## src/rtl/wb_pkg.sv

```systemverilog
// wb_pkg: shared definitions for the Wishbone master bridge and its peers.
//   - wb_state_e    : bridge FSM state encoding (IDLE / BUS / RESP)
//   - *_W_DEF       : default bus widths (data 32, address 32, select 4)
//   - WB_WORD_IDX_* : byte-address bits [4:2] pick one of eight 32-bit registers
package wb_pkg;

  typedef enum logic [1:0] {
    ST_IDLE = 2'd0,
    ST_BUS  = 2'd1,
    ST_RESP = 2'd2
  } wb_state_e;

  localparam int WB_DATA_W_DEF = 32;
  localparam int WB_ADDR_W_DEF = 32;
  localparam int WB_SEL_W_DEF  = 4;

  // Register index within a responder: addr[WB_WORD_IDX_MSB:WB_WORD_IDX_LSB]
  localparam int WB_WORD_IDX_LSB = 2;
  localparam int WB_WORD_IDX_MSB = 4;

endpackage

```

## src/rtl/wb_bus_watchdog.sv

```systemverilog
// wb_bus_watchdog: counts cycles a bus cycle has been waiting for ack.
//   clk_i     : clock
//   rst_i     : synchronous active-high reset
//   clear_i   : restart the count (new cycle launched)
//   en_i      : count this cycle (cycle open, no ack seen)
//   expired_o : count has reached TIMEOUT_CYCLES-1
// The counter saturates at TIMEOUT_CYCLES-1 and never wraps.
module wb_bus_watchdog #(
  parameter int TIMEOUT_CYCLES = 16
) (
  input  logic clk_i,
  input  logic rst_i,
  input  logic clear_i,
  input  logic en_i,
  output logic expired_o
);

  localparam int CW = $clog2(TIMEOUT_CYCLES);
  localparam logic [CW-1:0] LAST = CW'(TIMEOUT_CYCLES - 1);

  logic [CW-1:0] cnt_q, cnt_d;

  always_comb begin
    cnt_d = cnt_q;
    if (clear_i)                   cnt_d = '0;
    else if (en_i && cnt_q != LAST) cnt_d = cnt_q + 1'b1;
  end

  always_ff @(posedge clk_i) begin
    if (rst_i) cnt_q <= '0;
    else       cnt_q <= cnt_d;
  end

  assign expired_o = (cnt_q == LAST);

endmodule

```

## src/rtl/wb_master_bridge.sv

```systemverilog
// wb_master_bridge: single-outstanding Wishbone classic initiator.
// Converts a valid/ready request port into one bus cycle at a time and
// returns read data (or 0 for writes/errors) on a valid/ready response port.
//   clk_i, rst_i                     : clock, synchronous active-high reset
//   req_valid_i/req_ready_o          : request handshake
//   req_addr_i/req_data_i/req_we_i/req_sel_i : request fields
//   rsp_valid_o/rsp_ready_i          : response handshake
//   rsp_data_o, rsp_err_o            : read data, timeout error flag
//   wb_addr_o/wb_data_o/wb_sel_o/wb_we_o : registered bus fields
//   wb_cyc_o/wb_stb_o                : cycle/strobe (always equal)
//   wb_ack_i, wb_data_i              : responder acknowledge and read data
// Optional feature macro: WB_MASTER_TIMEOUT_EN enables the bus watchdog that
// aborts a cycle after TIMEOUT_CYCLES without ack (rsp_err_o=1). Without it
// the bridge waits forever for ack and rsp_err_o is tied 0.
module wb_master_bridge
  import wb_pkg::*;
#(
  parameter int WB_DATA_WIDTH  = WB_DATA_W_DEF,
  parameter int WB_ADDR_WIDTH  = WB_ADDR_W_DEF,
  parameter int WB_SEL_WIDTH   = WB_SEL_W_DEF,
  parameter int TIMEOUT_CYCLES = 16
) (
  input  logic                     clk_i,
  input  logic                     rst_i,
  input  logic                     req_valid_i,
  output logic                     req_ready_o,
  input  logic [WB_ADDR_WIDTH-1:0] req_addr_i,
  input  logic [WB_DATA_WIDTH-1:0] req_data_i,
  input  logic                     req_we_i,
  input  logic [WB_SEL_WIDTH-1:0]  req_sel_i,
  output logic                     rsp_valid_o,
  input  logic                     rsp_ready_i,
  output logic [WB_DATA_WIDTH-1:0] rsp_data_o,
  output logic                     rsp_err_o,
  output logic [WB_ADDR_WIDTH-1:0] wb_addr_o,
  output logic [WB_DATA_WIDTH-1:0] wb_data_o,
  output logic [WB_SEL_WIDTH-1:0]  wb_sel_o,
  output logic                     wb_we_o,
  output logic                     wb_cyc_o,
  output logic                     wb_stb_o,
  input  logic                     wb_ack_i,
  input  logic [WB_DATA_WIDTH-1:0] wb_data_i
);

  if (TIMEOUT_CYCLES < 2) begin : g_bad_timeout
    $error("wb_master_bridge: TIMEOUT_CYCLES must be >= 2");
  end

  wb_state_e                state_q;
  logic                     req_ready_q;
  logic                     rsp_valid_q;
  logic [WB_DATA_WIDTH-1:0] rsp_data_q;
  logic [WB_ADDR_WIDTH-1:0] wb_addr_q;
  logic [WB_DATA_WIDTH-1:0] wb_data_q;
  logic [WB_SEL_WIDTH-1:0]  wb_sel_q;
  logic                     wb_we_q;
  logic                     wb_cyc_q;

  // req_ready_q is held low for the first cycle out of reset, so a request is
  // only taken once the registered ready has actually been presented.
  logic accept;
  assign accept = (state_q == ST_IDLE) && req_ready_q && req_valid_i;

`ifdef WB_MASTER_TIMEOUT_EN
  logic rsp_err_q;
  logic wd_expired;
  logic timeout;

  wb_bus_watchdog #(
    .TIMEOUT_CYCLES (TIMEOUT_CYCLES)
  ) u_watchdog (
    .clk_i     (clk_i),
    .rst_i     (rst_i),
    .clear_i   (accept),
    .en_i      ((state_q == ST_BUS) && !wb_ack_i),
    .expired_o (wd_expired)
  );

  // ack in the expiry cycle takes priority (see BUS branch ordering).
  assign timeout   = (state_q == ST_BUS) && !wb_ack_i && wd_expired;
  assign rsp_err_o = rsp_err_q;
`else
  assign rsp_err_o = 1'b0;
`endif

  always_ff @(posedge clk_i) begin
    if (rst_i) begin
      state_q     <= ST_IDLE;
      req_ready_q <= 1'b0;
      rsp_valid_q <= 1'b0;
      rsp_data_q  <= '0;
      wb_addr_q   <= '0;
      wb_data_q   <= '0;
      wb_sel_q    <= '0;
      wb_we_q     <= 1'b0;
      wb_cyc_q    <= 1'b0;
`ifdef WB_MASTER_TIMEOUT_EN
      rsp_err_q   <= 1'b0;
`endif
    end else begin
      case (state_q)
        ST_IDLE: begin
          req_ready_q <= 1'b1;
          if (accept) begin
            wb_addr_q   <= req_addr_i;
            wb_data_q   <= req_data_i;
            wb_sel_q    <= req_sel_i;
            wb_we_q     <= req_we_i;
            wb_cyc_q    <= 1'b1;
            req_ready_q <= 1'b0;
            state_q     <= ST_BUS;
          end
        end
        ST_BUS: begin
          if (wb_ack_i) begin
            wb_cyc_q    <= 1'b0;
            rsp_data_q  <= wb_we_q ? '0 : wb_data_i;
            rsp_valid_q <= 1'b1;
`ifdef WB_MASTER_TIMEOUT_EN
            rsp_err_q   <= 1'b0;
`endif
            state_q     <= ST_RESP;
          end
`ifdef WB_MASTER_TIMEOUT_EN
          else if (timeout) begin
            wb_cyc_q    <= 1'b0;
            rsp_data_q  <= '0;
            rsp_err_q   <= 1'b1;
            rsp_valid_q <= 1'b1;
            state_q     <= ST_RESP;
          end
`endif
        end
        ST_RESP: begin
          // Ready rises only in the following IDLE cycle, so the consume
          // cycle can never also accept a request.
          if (rsp_ready_i) begin
            rsp_valid_q <= 1'b0;
            req_ready_q <= 1'b1;
            state_q     <= ST_IDLE;
          end
        end
        default: begin
          state_q     <= ST_IDLE;
          req_ready_q <= 1'b0;
          rsp_valid_q <= 1'b0;
          wb_cyc_q    <= 1'b0;
        end
      endcase
    end
  end

  assign req_ready_o = req_ready_q;
  assign rsp_valid_o = rsp_valid_q;
  assign rsp_data_o  = rsp_data_q;
  assign wb_addr_o   = wb_addr_q;
  assign wb_data_o   = wb_data_q;
  assign wb_sel_o    = wb_sel_q;
  assign wb_we_o     = wb_we_q;
  assign wb_cyc_o    = wb_cyc_q;
  assign wb_stb_o    = wb_cyc_q;

endmodule
```

## config.mk

```make
export PLATFORM = sky130hd
export DESIGN_NAME = wb_master_bridge
export DESIGN_NICKNAME = d
export VERILOG_FILES = /design/src/rtl/wb_pkg.sv /design/src/rtl/wb_bus_watchdog.sv /design/src/rtl/wb_master_bridge.sv
export SDC_FILE = /design/constraint.sdc
export NUM_CORES = 1
export LEC_CHECK = 0
export CORE_ASPECT_RATIO = 2
export CORE_MARGIN = 3
export CORE_UTILIZATION = 39
export DETAILED_ROUTE_END_ITERATION = 8
export PLACE_DENSITY = 0.81
export SKIP_LAST_GASP = 1
export SLEW_MARGIN = 20
export SYNTH_ARGS = -nofsm -noshare
export SYNTH_HDL_FRONTEND = slang
export SYNTH_HIERARCHICAL = 1
export SYNTH_SLANG_ARGS = --single-unit
```

## constraint.sdc

```tcl
create_clock -name clk_i -period 1.6 [get_ports clk_i]
set_clock_uncertainty 0.05 [all_clocks]
set_input_delay 0.48 -clock clk_i [delete_from_list [all_inputs] [get_ports clk_i]]
set_output_delay 0.48 -clock clk_i [all_outputs]
set_load 0.01 [all_outputs]
```

==> results.py <==
metrics = {
    "outcome": {
        "outcome": "finished clean",
    },
    "min_path": {
        "hold_class": "flip-flop to flip-flop",
        "holdCritStartpoint": "rsp_data_o[10]",
    },
    "cts": {
        "clk_latency_ns": 0.33,
        "clockBufferDepth": 2,
        "htree_levels": 3,
        "hold_buffers": 0,
        "clock_tree.root_cell": "clkbuf_16",
        "cts_sinks": 106,
        "tritoncts": "yes",
        "clk_pin_slew_ns": 0.07,
        "cts_inserted_buffers": 9,
    },
    "timing": {
        "finalCritPeriodShare_pct": 95.8,
        "finalHoldViolCount": 0,
        "slew_viol_final": 0,
        "min_period_ns": 1.53,
        "grt_setup_unrepaired": "false",
        "max_freq_ghz": 0.652,
        "setup_viol": 0,
    },
    "synth": {
        "syn_area_um2": 3860,
        "avgSynthCellArea_um2": 8.23,
        "synth_cell_types": 21,
        "synth.yosys.warnings": 6,
        "syn_nets": 575,
        "ys_ff_latch": 106,
        "yosys.area.top_type_share_pct": 55.0,
        "synthCells": 469,
        "synth.area.top_cells": "dfxtp_1 (55%), nand2_1 (17%), a21oi_1 (13%)",
        "synth_area_leader_cell": "dfxtp_1",
        "seq_area_frac_synth_pct": 55.0,
    },
    "floorplanning": {
        "io_pins": 212,
        "core_um2": 9510,
        "die_y_um": 147,
        "die_area_um2": 11200,
        "start_util_pct": 40.6,
        "rows": 50,
        "die-width_um": 76.3,
    },
    "routing": {
        "post_drt_wl_per_cell_um": 16.3,
        "ant_nets": 0,
        "wl_mm": 13.1,
        "drt-initial-drc-count": 172,
        "routed_via_density": 4.95,
        "routed-via-count": 3984,
        "drc_errors": 0,
        "firstDrtPassIters": 4,
    },
    "global_route": {
        "grt_use_met2_pct": 40.9,
        "gr-usage-met1_pct": 21.2,
        "busiest_layer": "met2",
        "use_met3_pct": 4.91,
        "grt_pass1_vias": 3770,
        "grt_pass1_wl_mm": 19.3,
        "antenna_found_initial": 0,
        "grt-ovfl-total": 0,
        "grt_max_degree": 49,
        "track_usage_pct": 21.6,
    },
    "critical_path": {
        "critPathLaunch": "wb_cyc_o",
        "cp_num_buf_inv": 1,
        "slowest_delay_ns": 0.39,
        "slowest_stage": "dfxtp_1",
        "cp.required_ns": 1.07,
        "rr_startpoint": "state_q[1]",
        "path_class": "flip-flop to primary output",
        "path_delay_family": "flip-flops",
        "path_cells": "dlygate4sd2_1",
        "arrival_ns": 1.00,
        "critPathMaxFanout": 3,
        "cp-start-kind": "flip-flop",
        "endpoint_kind": "primary output",
    },
    "final_layout": {
        "fin_cells": 805,
        "layout-drive-gt1-share_pct": 6.67,
        "antenna_cells": 0,
        "layout.nets": 776,
        "area_delta_synth_final_pct": 68.3,
    },
    "power": {
        "pwr_density_cell_nw_per_um2": 974,
        "power_mw": 6.33,
        "peakVddDrop_mv": 0.707,
        "leakage_nw": 2.78,
    },
    "place": {
        "gp_congestion": 0.805,
        "portBuffers": 210,
        "dp_cells": 783,
        "hpwl_mm": 9.06,
    },
    "flow_run": {
        "drv_cap": 0,
    },
}
## cell families after synthesis
family                 share of synthesized area, %
buffers and inverters                          6.19
other                                        0.0972
DFF                                            55.0
and+or+nand+nor                                24.8
AOI/OAI and AO/OA                              14.0
## routing by layer
layer | up-vias | wire (um) | share of wire (%)
met4 | 0 | 546 | 4.2
met5 | - | 0 | 0
met2 | 161 | 7450 | 57
met1 | 1859 | 4400 | 33
li1 | 1929 | - | -
met3 | 35 | 748 | 5.7
## state kept, by name (all words and copies together) (netlist names)
signal	flops
req_ready_o	1
rsp_data_o	32
rsp_valid_o	1
state_q	2
wb_addr_o	32
wb_cyc_o	1
wb_data_o	32
wb_sel_o	4
wb_we_o	1
## Yosys cell counts
cell type	count
o21ai_0	2
a21oi_1	104
nor2b_1	1
dfxtp_1	106
buf_4	3
nor4bb_1	1
buf_2	14
nand4bb_1	1
conb_1	1
or3_1	1
nor2_1	4
inv_1	1
nand3b_1	33
buf_8	1
a2111oi_0	1
buf_6	6
clkbuf_1	16
nand2_1	170
or2b_1	1
nor3_1	1
and3b_1	1
## path summary, 6_finish.rpt
kind	to	slack, ns	cells past startpoint
setup / recovery	wb_stb_o	0.07	1
hold / removal	rsp_data_o[10]	0.40	2
setup reg to reg	wb_data_o[29]	0.09	5
hold reg to reg	rsp_data_o[10]	0.40	2
## timing repair
action | in CTS | in global routing
setup buffers | 0 | 1
cloned | 0 | 5
hold endpoints to repair | 0 | 0
endpoints found under the setup margin | 146 | 51
gates resized for setup | 106 | 13
pin swaps | 1 | 1
## layout by cell type, fill, tap and decap left out, types with 2 or more instances in the layout
| master | n |
|---|---|
| buf_6 | 2 |
| nor2_1 | 4 |
| clkbuf_16 | 13 |
| a21oi_2 | 6 |
| buf_12 | 8 |
| o21ai_0 | 2 |
| a21oi_1 | 98 |
| bufinv_16 | 3 |
| dfxtp_1 | 106 |
| dlygate4sd2_1 | 105 |
| clkdlybuf4s50_1 | 103 |
| nand3b_1 | 33 |
| nand2_1 | 170 |
| buf_4 | 6 |
## power by group
group | total, mW | internal [mW] | switching (mW)
logic | 0.959 | 0.535 | 0.423
clock network | 2.55 | 1.55 | 1.00
registers | 2.82 | 2.76 | 0.0630
total | 6.33 | 4.84 | 1.49
## through the flow
| stage | setup WS (ns) | instance area, um2 | hold WS (ns) | TNS [ns] | util [%] |
|---|---|---|---|---|---|
| 2_1_floorplan | 0.208 | 3860 | 0.426 | 0 | - |
| 3_3_place_gp | -0.376 | 6110 | 0.387 | -26.82 | 64.3 |
| 3_5_place_dp | -0.440 | 6110 | 0.392 | -32.40 | 64.3 |
| 4_1_cts | 0.0417 | 6330 | 0.400 | 0 | 66.6 |
| 5_1_grt | 0.0197 | 6500 | 0.421 | 0 | 68.3 |
| 6_report | 0.0674 | 6500 | 0.399 | 0 | 68.3 |
## final cells by class
class	instances	area, um2
Clock buffer	9	225
Clock inverter	7	124
Fill cell	803	3010
Inverter	1	3.75
Multi-Input combinational cell	322	1550
Sequential cell	106	2120
Tap cell	130	163
Timing Repair Buffer	230	2310
Power figures use the tool's default switching activity.
